**src/rtl/demux_deser2_8b_rtl.sv**
```systemverilog
// Serial-to-parallel deserializer: assembles LSB-first bits into a byte and
// routes it to one of two channels chosen by the select seen on the first bit.
module demux_deser2_8b_rtl (
  input  logic       clk,
  input  logic       rst,
  input  logic       in_val,
  input  logic       in_bit,
  input  logic       in_sel,
  input  logic       out0_rdy,
  input  logic       out1_rdy,
  output logic       busy,
  output logic [7:0] out0,
  output logic [7:0] out1,
  output logic       out0_val,
  output logic       out1_val
);

  // Handshake: a byte is offered while out<n>_val=1 and is consumed on the
  // rising edge where out<n>_rdy=1; upstream bits are accepted only while the
  // block is not holding a byte (busy=1 in HOLD means input bits are dropped).
  typedef enum logic [1:0] {
    IDLE  = 2'd0,
    SHIFT = 2'd1,
    HOLD  = 2'd2
  } state_t;

  state_t      state_q, state_n;
  logic [2:0]  count_q, count_n;
  logic        sel_q, sel_n;
  logic [7:0]  asm_q, asm_n;
  logic [7:0]  out0_q, out0_n;
  logic [7:0]  out1_q, out1_n;
  logic [7:0]  byte_done;

  always_ff @(posedge clk) begin
    if (rst) begin
      state_q <= IDLE;
      count_q <= 3'd0;
      sel_q   <= 1'b0;
      asm_q   <= 8'h00;
      out0_q  <= 8'h00;
      out1_q  <= 8'h00;
    end else begin
      state_q <= state_n;
      count_q <= count_n;
      sel_q   <= sel_n;
      asm_q   <= asm_n;
      out0_q  <= out0_n;
      out1_q  <= out1_n;
    end
  end

  // The final bit bypasses the assembly register so the byte lands in the
  // output register on the same edge that HOLD is entered.
  assign byte_done = {in_bit, asm_q[6:0]};

  always_comb begin
    state_n = state_q;
    count_n = count_q;
    sel_n   = sel_q;
    asm_n   = asm_q;
    out0_n  = out0_q;
    out1_n  = out1_q;
    unique case (state_q)
      IDLE: begin
        if (in_val) begin
          asm_n[0] = in_bit;
          sel_n    = in_sel;
          count_n  = 3'd1;
          state_n  = SHIFT;
        end
      end
      SHIFT: begin
        if (in_val) begin
          asm_n[count_q] = in_bit;
          count_n        = count_q + 3'd1;
          if (count_q == 3'd7) begin
            state_n = HOLD;
            if (sel_q) out1_n = byte_done;
            else       out0_n = byte_done;
          end
        end
      end
      HOLD: begin
        if (sel_q ? out1_rdy : out0_rdy) state_n = IDLE;
      end
      default: state_n = IDLE;
    endcase
  end

  assign busy     = (state_q != IDLE);
  assign out0     = out0_q;
  assign out1     = out1_q;
  assign out0_val = (state_q == HOLD) && !sel_q;
  assign out1_val = (state_q == HOLD) &&  sel_q;

endmodule
```
**config.mk**
```make
export PLATFORM = sky130hd
export DESIGN_NAME = demux_deser2_8b_rtl
export DESIGN_NICKNAME = d
export VERILOG_FILES = /design/src/rtl/demux_deser2_8b_rtl.sv
export SDC_FILE = /design/constraint.sdc
export NUM_CORES = 1
export LEC_CHECK = 0
export ABC_AREA = 1
export BUFFER_PORTS_ARGS = -buffer_cell sky130_fd_sc_hd__buf_2
export CORE_MARGIN = 5
export CORE_UTILIZATION = 39
export DETAILED_ROUTE_END_ITERATION = 10
export GPL_ROUTABILITY_DRIVEN = 0
export SYNTH_ARGS = -nofsm -noshare
export SYNTH_HDL_FRONTEND = slang
export SYNTH_SLANG_ARGS = --single-unit
```
**constraint.sdc**
```tcl
create_clock -name clk -period 1.9 [get_ports clk]
set_clock_uncertainty 0.15 [all_clocks]
set_input_delay 0 -clock clk [delete_from_list [all_inputs] [get_ports clk]]
set_output_delay 0 -clock clk [all_outputs]
set_load 0.1 [all_outputs]
```
==> summary.txt, run 1 <==
area growth from synthesis to final layout: 23.00%
outcome: complete, no violations
Post-route DRC: 0
required time at the worst-slack endpoint: 2030 ps
final hold violation count: 0
critical path capture point type: register
clock insertion delay at the later pin of the skew report: 330 ps
setup violators final: 0
Final Core Density: 49.75%
Starting Density: 40.45%
number of detailed-route iterations in the first pass: 4
post-synth cell types: 18
clock buffers created by TritonCTS: 5
core area: 3053 µm²
signal arrival time at the worst endpoint: 1930 ps
global-route wire length before repair: 5099 µm
die footprint: 4392 µm²
class of the tightest hold or removal check: primary input to register
share of the clock period used by the worst path: 94.41%
antenna fix cells: 0
worst setup path category: register to register
ratio of total power to cell area: 702.1 nW/µm²
top library cells by usage in the layout, fill and taps aside: sky130_fd_sc_hd__nor2_1, sky130_fd_sc_hd__dfxtp_1, sky130_fd_sc_hd__nand2_1, sky130_fd_sc_hd__buf_2, sky130_fd_sc_hd__o21ai_0
HPWL after detailed placement: 2050 µm
sequential element share of the synthesized area: 47.01%
residual overflow from global routing: 0
H-tree depth reported by CTS: 2
slew margin rel.: 59.27%
Tightest Pin Transition: 610.3 ps
overall routing resource usage: 15.60%
Net Count, Synth: 179
clock buffer depth: 2
sum of routed wire length over all layers: 2847 µm
Routed wire per std cell: 11.34 µm
warnings from Yosys: 0
number of design-rule violations left by the first detailed-router iteration: 52
leading cell type in the layout, fill and taps excluded: sky130_fd_sc_hd__nor2_1
setup repair after global routing missed its margin: false
Setup crit start kind: register
die span in y: 66.27 µm
clock transition at the registers of the reported paths: 100 ps
number of antenna violations at the first check in global routing: 0
VDD IR max: 0.3279 mV
net count of the finished layout: 215
fin. max-slew vios: 0
peak clock frequency supported by timing: 557.5 MHz
pin count of the biggest net entering global routing: 25
clock tree root driver cell: sky130_fd_sc_hd__clkbuf_4
DR vias: 1197
Die Width: 66.27 µm
Max-cap violations: 0
reported leakage power: 0.6945 nW
Via-to-Cell Ratio: 4.769
Max Fanout on Critical Path: 6
clock tree from TritonCTS: built
syn avg cell area: 7.264 µm²
layout cells sized above 1: 22.22%
Setup Total Neg Slack: 0 ps
number of antenna-violating nets in the routed design: 0
clock sink count: 29
num ports: 26
shortest clock period the worst path allows after layout: 1794 ps
row count: 20
Cells after Synth: 170
buffers added on ports: 25
netlist area before placement: 1235 µm²
via count of the first global-routing pass: 1159
register bit total from synthesis: 29
## per-layer routing
metal / track usage [%] / part of all wire [%] / up-vias
met5: 0 / 0 / -
met4: 7.614 / 1.8 / 0
met3: 5.612 / 5.8 / 6
met2: 24.54 / 46 / 28
met1: 18.62 / 46 / 537
li1: - / - / 626
## synth_stat cells, drive strengths merged
cell / n / area (µm²)
nand3: 9 / 57.56
o211ai: 1 / 7.510
o21ai: 17 / 85.08
nor3: 16 / 80.08
nand2: 27 / 103.9
a21oi: 8 / 40.04
inv: 14 / 52.55
buf: 2 / 16.26
ha: 2 / 25.02
dfxtp: 29 / 580.6
nor2: 43 / 178.9
clkbuf: 2 / 7.510
## state kept, by name, indices dropped and copies added, names as in the netlist
signal   count
out0         8
out1         8
count_q      3
asm_q        7
state_q      2
sel_q        1
## what timing repair did
item,in CTS,in global routing
gates resized for setup,0,2
hold buffers,5,0
setup endpoints to repair,0,7
setup buffers,0,1
endpoints found under the hold margin,14,0
## area by class of cell
cell class | count | area, µm²
Clock buffer | 6 | 41.29
Timing Repair Buffer | 33 | 197.7
Inverter | 14 | 52.55
Tap cell | 44 | 55.05
Fill cell | 312 | 1534
Sequential cell | 29 | 581.8
Clock inverter | 2 | 10.01
Multi-Input combinational cell | 123 | 580.6
## metrics by stage
step	instances	setup slack (ps)	cell area, µm²	power [W]	hold slack [ps]
global route	251	4.544	1519	0.001135	304.4
global placement	237	211.2	1406	0.0007182	93.85
CTS	250	108.1	1508	0.001080	276.0
finish	251	106.3	1519	0.001066	281.0
detailed placement	237	149.1	1406	0.0007199	95.27
floorplan	170	-64.82	1235	0.0006985	-80.93
## report_power, final
group / switching (W) / internal (W)
clock network: 0.000211 / 0.000141
logic: 0.0000587 / 0.0000294
registers: 0.0000109 / 0.000616
## worst max-delay path, stage by stage, from the launching register on
cell and delay [ps]:
sky130_fd_sc_hd__dfxtp_1 420, sky130_fd_sc_hd__ha_1 190, sky130_fd_sc_hd__ha_1 240, sky130_fd_sc_hd__nand2_1 80, sky130_fd_sc_hd__a21oi_1 130, sky130_fd_sc_hd__dlygate4sd3_1 550
## cell families (layout without fill, tap and decap cells)
logic type	Yosys count	in the layout	synth area share (%)
and+or+nand+nor	95	95	34.04
DFF	29	29	47.01
AOI/OAI and AO/OA	26	26	10.74
buffers and inverters	18	55	6.180
adders and majority gates	2	2	2.026
## final timing paths
path,slack (ps),endpoint,cells after the start,from
max,110,state_q[1],5,count_q[1]
min,280,state_q[0],3,rst
max reg2reg,110,state_q[1],5,count_q[1]
min reg2reg,370,out0[6],2,out0[6]
Power figures use the tool's default switching activity.
==> run 2: changes to the inputs <==
--- a/config.mk
+++ b/config.mk
@@ -5,9 +5,8 @@
 export SDC_FILE = /design/constraint.sdc
 export NUM_CORES = 1
 export LEC_CHECK = 0
-export ABC_AREA = 1
+export ABC_AREA = 0
 export BUFFER_PORTS_ARGS = -buffer_cell sky130_fd_sc_hd__buf_2
-export CORE_MARGIN = 5
 export CORE_UTILIZATION = 39
 export DETAILED_ROUTE_END_ITERATION = 10
 export GPL_ROUTABILITY_DRIVEN = 0
==> run 2 against run 1 <==
Final cell count decreased by 20%. Clock power grew 6.2%. Wire length down 11%. Final area rose by 2.8%. Count of clock-buffer cells in the layout grew 1. Utilization increased by 0.98 points. Via count shrank 19%. Sequential power barely moved. Non-clock buffer count is 1 higher. Highest routed layer unchanged.
==> summary.txt, run 2 <==
most repeated cell in the gate-level netlist after synthesis: sky130_fd_sc_hd__dfxtp_1
layout cells sized above 1: 25.95%
asr flop ratio synth: 0%
clock sink count: 29
peak clock frequency supported by timing: 557.1 MHz
required time at the worst-slack endpoint: 1960 ps
dominant cell type by area after synthesis: sky130_fd_sc_hd__dfxtp_1
fill count: 301
top library cells by usage in the layout, fill and taps aside: sky130_fd_sc_hd__dfxtp_1, sky130_fd_sc_hd__nand2b_1, sky130_fd_sc_hd__buf_2, sky130_fd_sc_hd__mux2i_1, sky130_fd_sc_hd__dlygate4sd3_1
leading cell type in the layout, fill and taps excluded: sky130_fd_sc_hd__dfxtp_1
shortest clock period the worst path allows after layout: 1795 ps
Starting Density: 41.50%
DR vias: 965
share of the clock period used by the worst path: 94.48%
final hold violation count: 0
clock tree root driver cell: sky130_fd_sc_hd__clkbuf_4
Seq pwr share: 58.0%
list of cells traversed by the critical path: o31ai_2, a21bo_2, a21oi_1, dlygate4sd3_1
syn avg cell area: 10.22 µm²
core area: 3078 µm²
global-route wire length before repair: 4347 µm
Net Count, Synth: 134
net count of the finished layout: 167
Routed wire per std cell: 12.48 µm
number of enable flip-flop cells after synthesis: 0
Max-cap violations: 0
post-synth cell types: 29
slew margin rel.: 67.76%
HPWL after detailed placement: 1690 µm
total net switching power: 0.0002508 W
Via-to-Cell Ratio: 4.777
sequential element share of the synthesized area: 45.45%
most numerous cell types in the synthesized netlist: sky130_fd_sc_hd__dfxtp_1, sky130_fd_sc_hd__nand2b_1, sky130_fd_sc_hd__mux2i_1, sky130_fd_sc_hd__nand3_1, sky130_fd_sc_hd__a21oi_1
antenna fix cells: 0
number of detailed-route iterations in the first pass: 4
Max Fanout on Critical Path: 9
netlist area before placement: 1277 µm²
number of antenna-violating nets in the routed design: 0
ratio of total power to cell area: 690.3 nW/µm²
internal portion of total power: 0.0008271 W
pin count of the biggest net entering global routing: 32
setup repair after global routing missed its margin: false
switch share: 23.27%
Tightest Pin Transition: 486.9 ps
most common flop cell mapped by yosys: sky130_fd_sc_hd__dfxtp_1
Post-route DRC: 0
VDD IR max: 0.4105 mV
clock network fraction of total power: 34.7%
clock transition at the registers of the reported paths: 90 ps
Final Core Density: 50.73%
largest cells by area after synthesis: sky130_fd_sc_hd__dfxtp_1, sky130_fd_sc_hd__mux2i_1, sky130_fd_sc_hd__nand2b_1
row count: 20
via count of the first global-routing pass: 970
worst setup path category: register to register
reported leakage power: 0.7383 nW
warnings from Yosys: 0
outcome: complete, no violations
die footprint: 3508 µm²
number of antenna violations at the first check in global routing: 0
Cells after Synth: 125
Combinational Power Share: 7.3%
clock tree from TritonCTS: built
number of design-rule violations left by the first detailed-router iteration: 50
residual overflow from global routing: 0
clock insertion delay at the later pin of the skew report: 320 ps
share of the synthesized area in the top cell type: 45.45%
H-tree depth reported by CTS: 2
clock buffers created by TritonCTS: 5
area growth from synthesis to final layout: 22.23%
die span in y: 59.23 µm
sum of routed wire length over all layers: 2520 µm
critical path buffer and inverter count: 1
num ports: 26
register bit total from synthesis: 29
Setup Total Neg Slack: 0 ps
post-CTS setup buffers: 0
buffers added on ports: 25
CP peak stage delay: 570 ps
clock buffer depth: 2
Worst path slowest cell: sky130_fd_sc_hd__dlygate4sd3_1
critical path capture point type: register
Setup crit start kind: register
overall routing resource usage: 16.90%
Die Width: 59.23 µm
largest delay contributor family on the critical path: buffers and inverters
setup violators final: 0
fin. max-slew vios: 0
class of the tightest hold or removal check: register to register
signal arrival time at the worst endpoint: 1850 ps
==> run 2: cell count changes in the layout (fill, tap and decap cells not counted), sizes merged, moves of 4 or more <==
cell,previous run,this run
a21oi,8,4
inv,14,2
mux2i,0,23
nand2,27,3
nand2b,0,26
nand3,9,5
nor2,43,3
nor3,16,2
o21ai,17,1
==> run 2: path summary, 6_finish.rpt <==
check                                 from       end  slack [ps]  cells past startpoint
worst min register to register     out0[5]   out0[5]         330                      2
worst max register to register  count_q[2]  asm_q[0]         100                      4
worst max-delay path            count_q[2]  asm_q[0]         100                      4
worst min-delay path               out0[5]   out0[5]         330                      2
==> run 2: layer usage <==
| layer | GRT usage [%] | wire length, µm | up-vias |
|---|---|---|---|
| li1 | - | - | 496 |
| met1 | 20.57 | 1238 | 444 |
| met2 | 26.48 | 1140 | 21 |
| met3 | 6.550 | 107 | 4 |
| met4 | 7.143 | 33 | 0 |
| met5 | 0 | 0 | - |
==> run 2: area by class of cell <==
class / count / area, µm² / share of cell area, %
Multi-Input combinational cell: 86 / 649.4 / 41.59
Sequential cell: 29 / 581.8 / 37.26
Timing Repair Buffer: 34 / 212.7 / 13.62
Clock buffer: 7 / 55.05 / 3.526
Tap cell: 44 / 55.05 / 3.526
Inverter: 2 / 7.507 / 0.4808
==> run 2: power groups by stage <==
| stage | sequential [W] | clock (W) | combinational [W] |
|---|---|---|---|
| after floorplan | 0.000634 | 0 | 0.0000519 |
| after global placement | 0.000638 | 0 | 0.0000640 |
| after detailed placement | 0.000638 | 0 | 0.0000639 |
| after CTS | 0.000624 | 0.000386 | 0.0000775 |
| after global routing | 0.000627 | 0.000421 | 0.0000859 |
| final | 0.000625 | 0.000374 | 0.0000790 |
==> run 2: kinds of logic after synthesis <==
group / share of synthesized area (%)
adder cells (fa/ha/maj): 1.959
AND/OR/NAND/NOR: 26.05
flip-flops: 45.45
multiplexers: 18.02
buffers and inverters: 4.701
AO/OA/AOI/OAI: 3.820
==> run 2: worst min-delay path: stages (launching register included) <==
cell,delay (ps)
sky130_fd_sc_hd__dfxtp_1,310
sky130_fd_sc_hd__nand2b_1,60
sky130_fd_sc_hd__mux2i_1,60
==> run 2: what timing repair did <==
| action | 4_1_cts | 5_1_grt |
|---|---|---|
| endpoints found under the setup margin | 0 | 2 |
| gates resized for setup | 0 | 3 |
| hold buffers | 8 | 0 |
| endpoints found under the hold margin | 6 | 0 |
==> run 2: metrics by stage <==
step / instances / worst slack [ps] / hold WS, ps / instance area (µm²) / power, W
floorplan: 125 / 90.80 / -2.541 / 1282 / 0.0006857
global placement: 187 / 287.7 / 112.5 / 1418 / 0.0007015
detailed placement: 187 / 239.2 / 122.7 / 1418 / 0.0007023
CTS: 202 / 40.77 / 333.8 / 1553 / 0.001087
global route: 202 / 8.842 / 356.6 / 1562 / 0.001133
finish: 202 / 104.8 / 328.9 / 1562 / 0.001078
==> run 3: changes to the inputs <==
--- a/config.mk
+++ b/config.mk
@@ -10,6 +10,7 @@
 export CORE_UTILIZATION = 39
 export DETAILED_ROUTE_END_ITERATION = 10
 export GPL_ROUTABILITY_DRIVEN = 0
+export PLACE_DENSITY = 0.69
 export SYNTH_ARGS = -nofsm -noshare
 export SYNTH_HDL_FRONTEND = slang
 export SYNTH_SLANG_ARGS = --single-unit
==> run 3 against run 2 <==
Non-clock buffer count fell by 1. Clock power up 40%. Total power increased by 14%. Wire length grew 3.2%. Final area rose by 1.5%. Sequential cell count is the same. Via count is 0.83% higher. Final cell count unchanged.
==> summary.txt, run 3 (same netlist as run 2, synthesis figures left out) <==
outcome: complete, no violations
fin. max-slew vios: 0
leading cell type in the layout, fill and taps excluded: sky130_fd_sc_hd__dfxtp_1
clock buffers created by TritonCTS: 5
Max Fanout on Critical Path: 5
share of the clock period used by the worst path: 94.68%
multi-input gate area in the final layout: 649.4 µm²
H-tree depth reported by CTS: 2
Via-to-Cell Ratio: 4.817
die span in y: 59.23 µm
power after layout: 0.001228 W
hold path cells: 2
clock transition at the registers of the reported paths: 90 ps
antenna fix cells: 0
clock tree from TritonCTS: built
slew margin rel.: 67.50%
required time at the worst-slack endpoint: 2000 ps
clock insertion delay at the later pin of the skew report: 320 ps
reported leakage power: 0.7475 nW
layout cells sized above 1: 26.58%
clock tree root driver cell: sky130_fd_sc_hd__clkbuf_4
sum of routed wire length over all layers: 2601 µm
final instance area: 1585 µm²
number of detailed-route iterations in the first pass: 4
setup violators final: 0
signal arrival time at the worst endpoint: 1900 ps
Starting Density: 41.50%
worst reg2reg path depth: 5
number of antenna-violating nets in the routed design: 0
clock network fraction of total power: 42.6%
number of design-rule violations left by the first detailed-router iteration: 26
switch share: 21.33%
final hold violation count: 0
Inst Count DP: 186
Combinational Power Share: 6.3%
shortest clock period the worst path allows after layout: 1799 ps
core area: 3078 µm²
die footprint: 3508 µm²
clock sink count: 29
DR vias: 973
top library cells by usage in the layout, fill and taps aside: sky130_fd_sc_hd__dfxtp_1, sky130_fd_sc_hd__nand2b_1, sky130_fd_sc_hd__buf_2, sky130_fd_sc_hd__mux2i_1, sky130_fd_sc_hd__dlygate4sd3_1
area taken by flip-flops and latches: 583.1 µm²
Setup crit start kind: register
via count of the first global-routing pass: 895
Seq pwr share: 51.0%
residual overflow from global routing: 0
Routed wire per std cell: 12.88 µm
VDD IR max: 0.4977 mV
worst setup path category: register to register
internal portion of total power: 0.0009664 W
post-CTS setup buffers: 0
total net switching power: 0.0002620 W
num ports: 26
Max-cap violations: 0
net count of the finished layout: 166
fill count: 285
number of antenna violations at the first check in global routing: 0
Post-route DRC: 0
class of the tightest hold or removal check: register to register
HPWL after detailed placement: 1643 µm
Finished Layout Cells: 202
critical path capture point type: register
Die Width: 59.23 µm
global-route wire length before repair: 4215 µm
peak clock frequency supported by timing: 555.9 MHz
Post-DP Area: 1410 µm²
Setup Total Neg Slack: 0 ps
setup repair after global routing missed its margin: false
area growth from synthesis to final layout: 24.09%
pin count of the biggest net entering global routing: 32
overall routing resource usage: 16.93%
clock buffer depth: 2
ratio of total power to cell area: 774.9 nW/µm²
row count: 20
buffers added on ports: 25
Tightest Pin Transition: 490.9 ps
-- run 3: cell count changes in the layout (fill, tap and decap cells not counted) --
cell                        previous run  this run
sky130_fd_sc_hd__buf_4                 1         0
sky130_fd_sc_hd__bufinv_16             0         1
sky130_fd_sc_hd__dfxtp_2               1         2
sky130_fd_sc_hd__dfxtp_1              28        27
-- run 3: path summary, 6_finish.rpt --
kind	start	end	slack, ps
worst max-delay path	count_q[0]	out1[4]	100
worst min-delay path	out1[6]	out1[6]	330
worst max register to register	count_q[0]	out1[4]	100
worst min register to register	out1[6]	out1[6]	330
-- run 3: what timing repair did --
item	4_1_cts	5_1_grt
endpoints found under the hold margin	6	0
hold buffers	8	0
setup endpoints to repair	0	6
gates resized for setup	0	4
-- run 3: power by group through the flow --
stage	Clock, W	Combinational [W]	Sequential (W)
after detailed placement	0	0.0000622	0.000639
after floorplan	0	0.0000519	0.000634
after global routing	0.000577	0.0000831	0.000629
after global placement	0	0.0000614	0.000638
after CTS	0.000541	0.0000760	0.000625
final	0.000524	0.0000777	0.000627
-- run 3: routing by layer --
metal  track usage [%]  wire [µm]
met5                 0          0
met4             7.143         24
met3             6.987        140
met2             26.65       1264
met1             20.24       1172
-- run 3: per-stage QoR --
stage	util (%)	hold WS [ps]	setup slack (ps)
2_1_floorplan	-	-2.541	90.80
3_3_place_gp	45.81	112.5	213.7
3_5_place_dp	45.81	120.6	99.59
4_1_cts	51.18	331.9	52.18
5_1_grt	51.50	364.8	19.85
6_report	51.50	326.9	101.1
-- run 3: layout make-up --
cell class,count,share of cell area [%]
clock inverter,1,1.894
multi-input combinational,86,40.96
timing repair buffer,33,12.94
sequential,29,36.78
tap,44,3.473
clock buffer,7,3.473
inverter,2,0.4736
-- run 3: worst max-delay path, cell delays in order (launching register included) --
cell	delay, ps
sky130_fd_sc_hd__dfxtp_1	440
sky130_fd_sc_hd__ha_1	200
sky130_fd_sc_hd__ha_1	170
sky130_fd_sc_hd__and4b_4	270
sky130_fd_sc_hd__and2_1	270
sky130_fd_sc_hd__mux2i_1	230
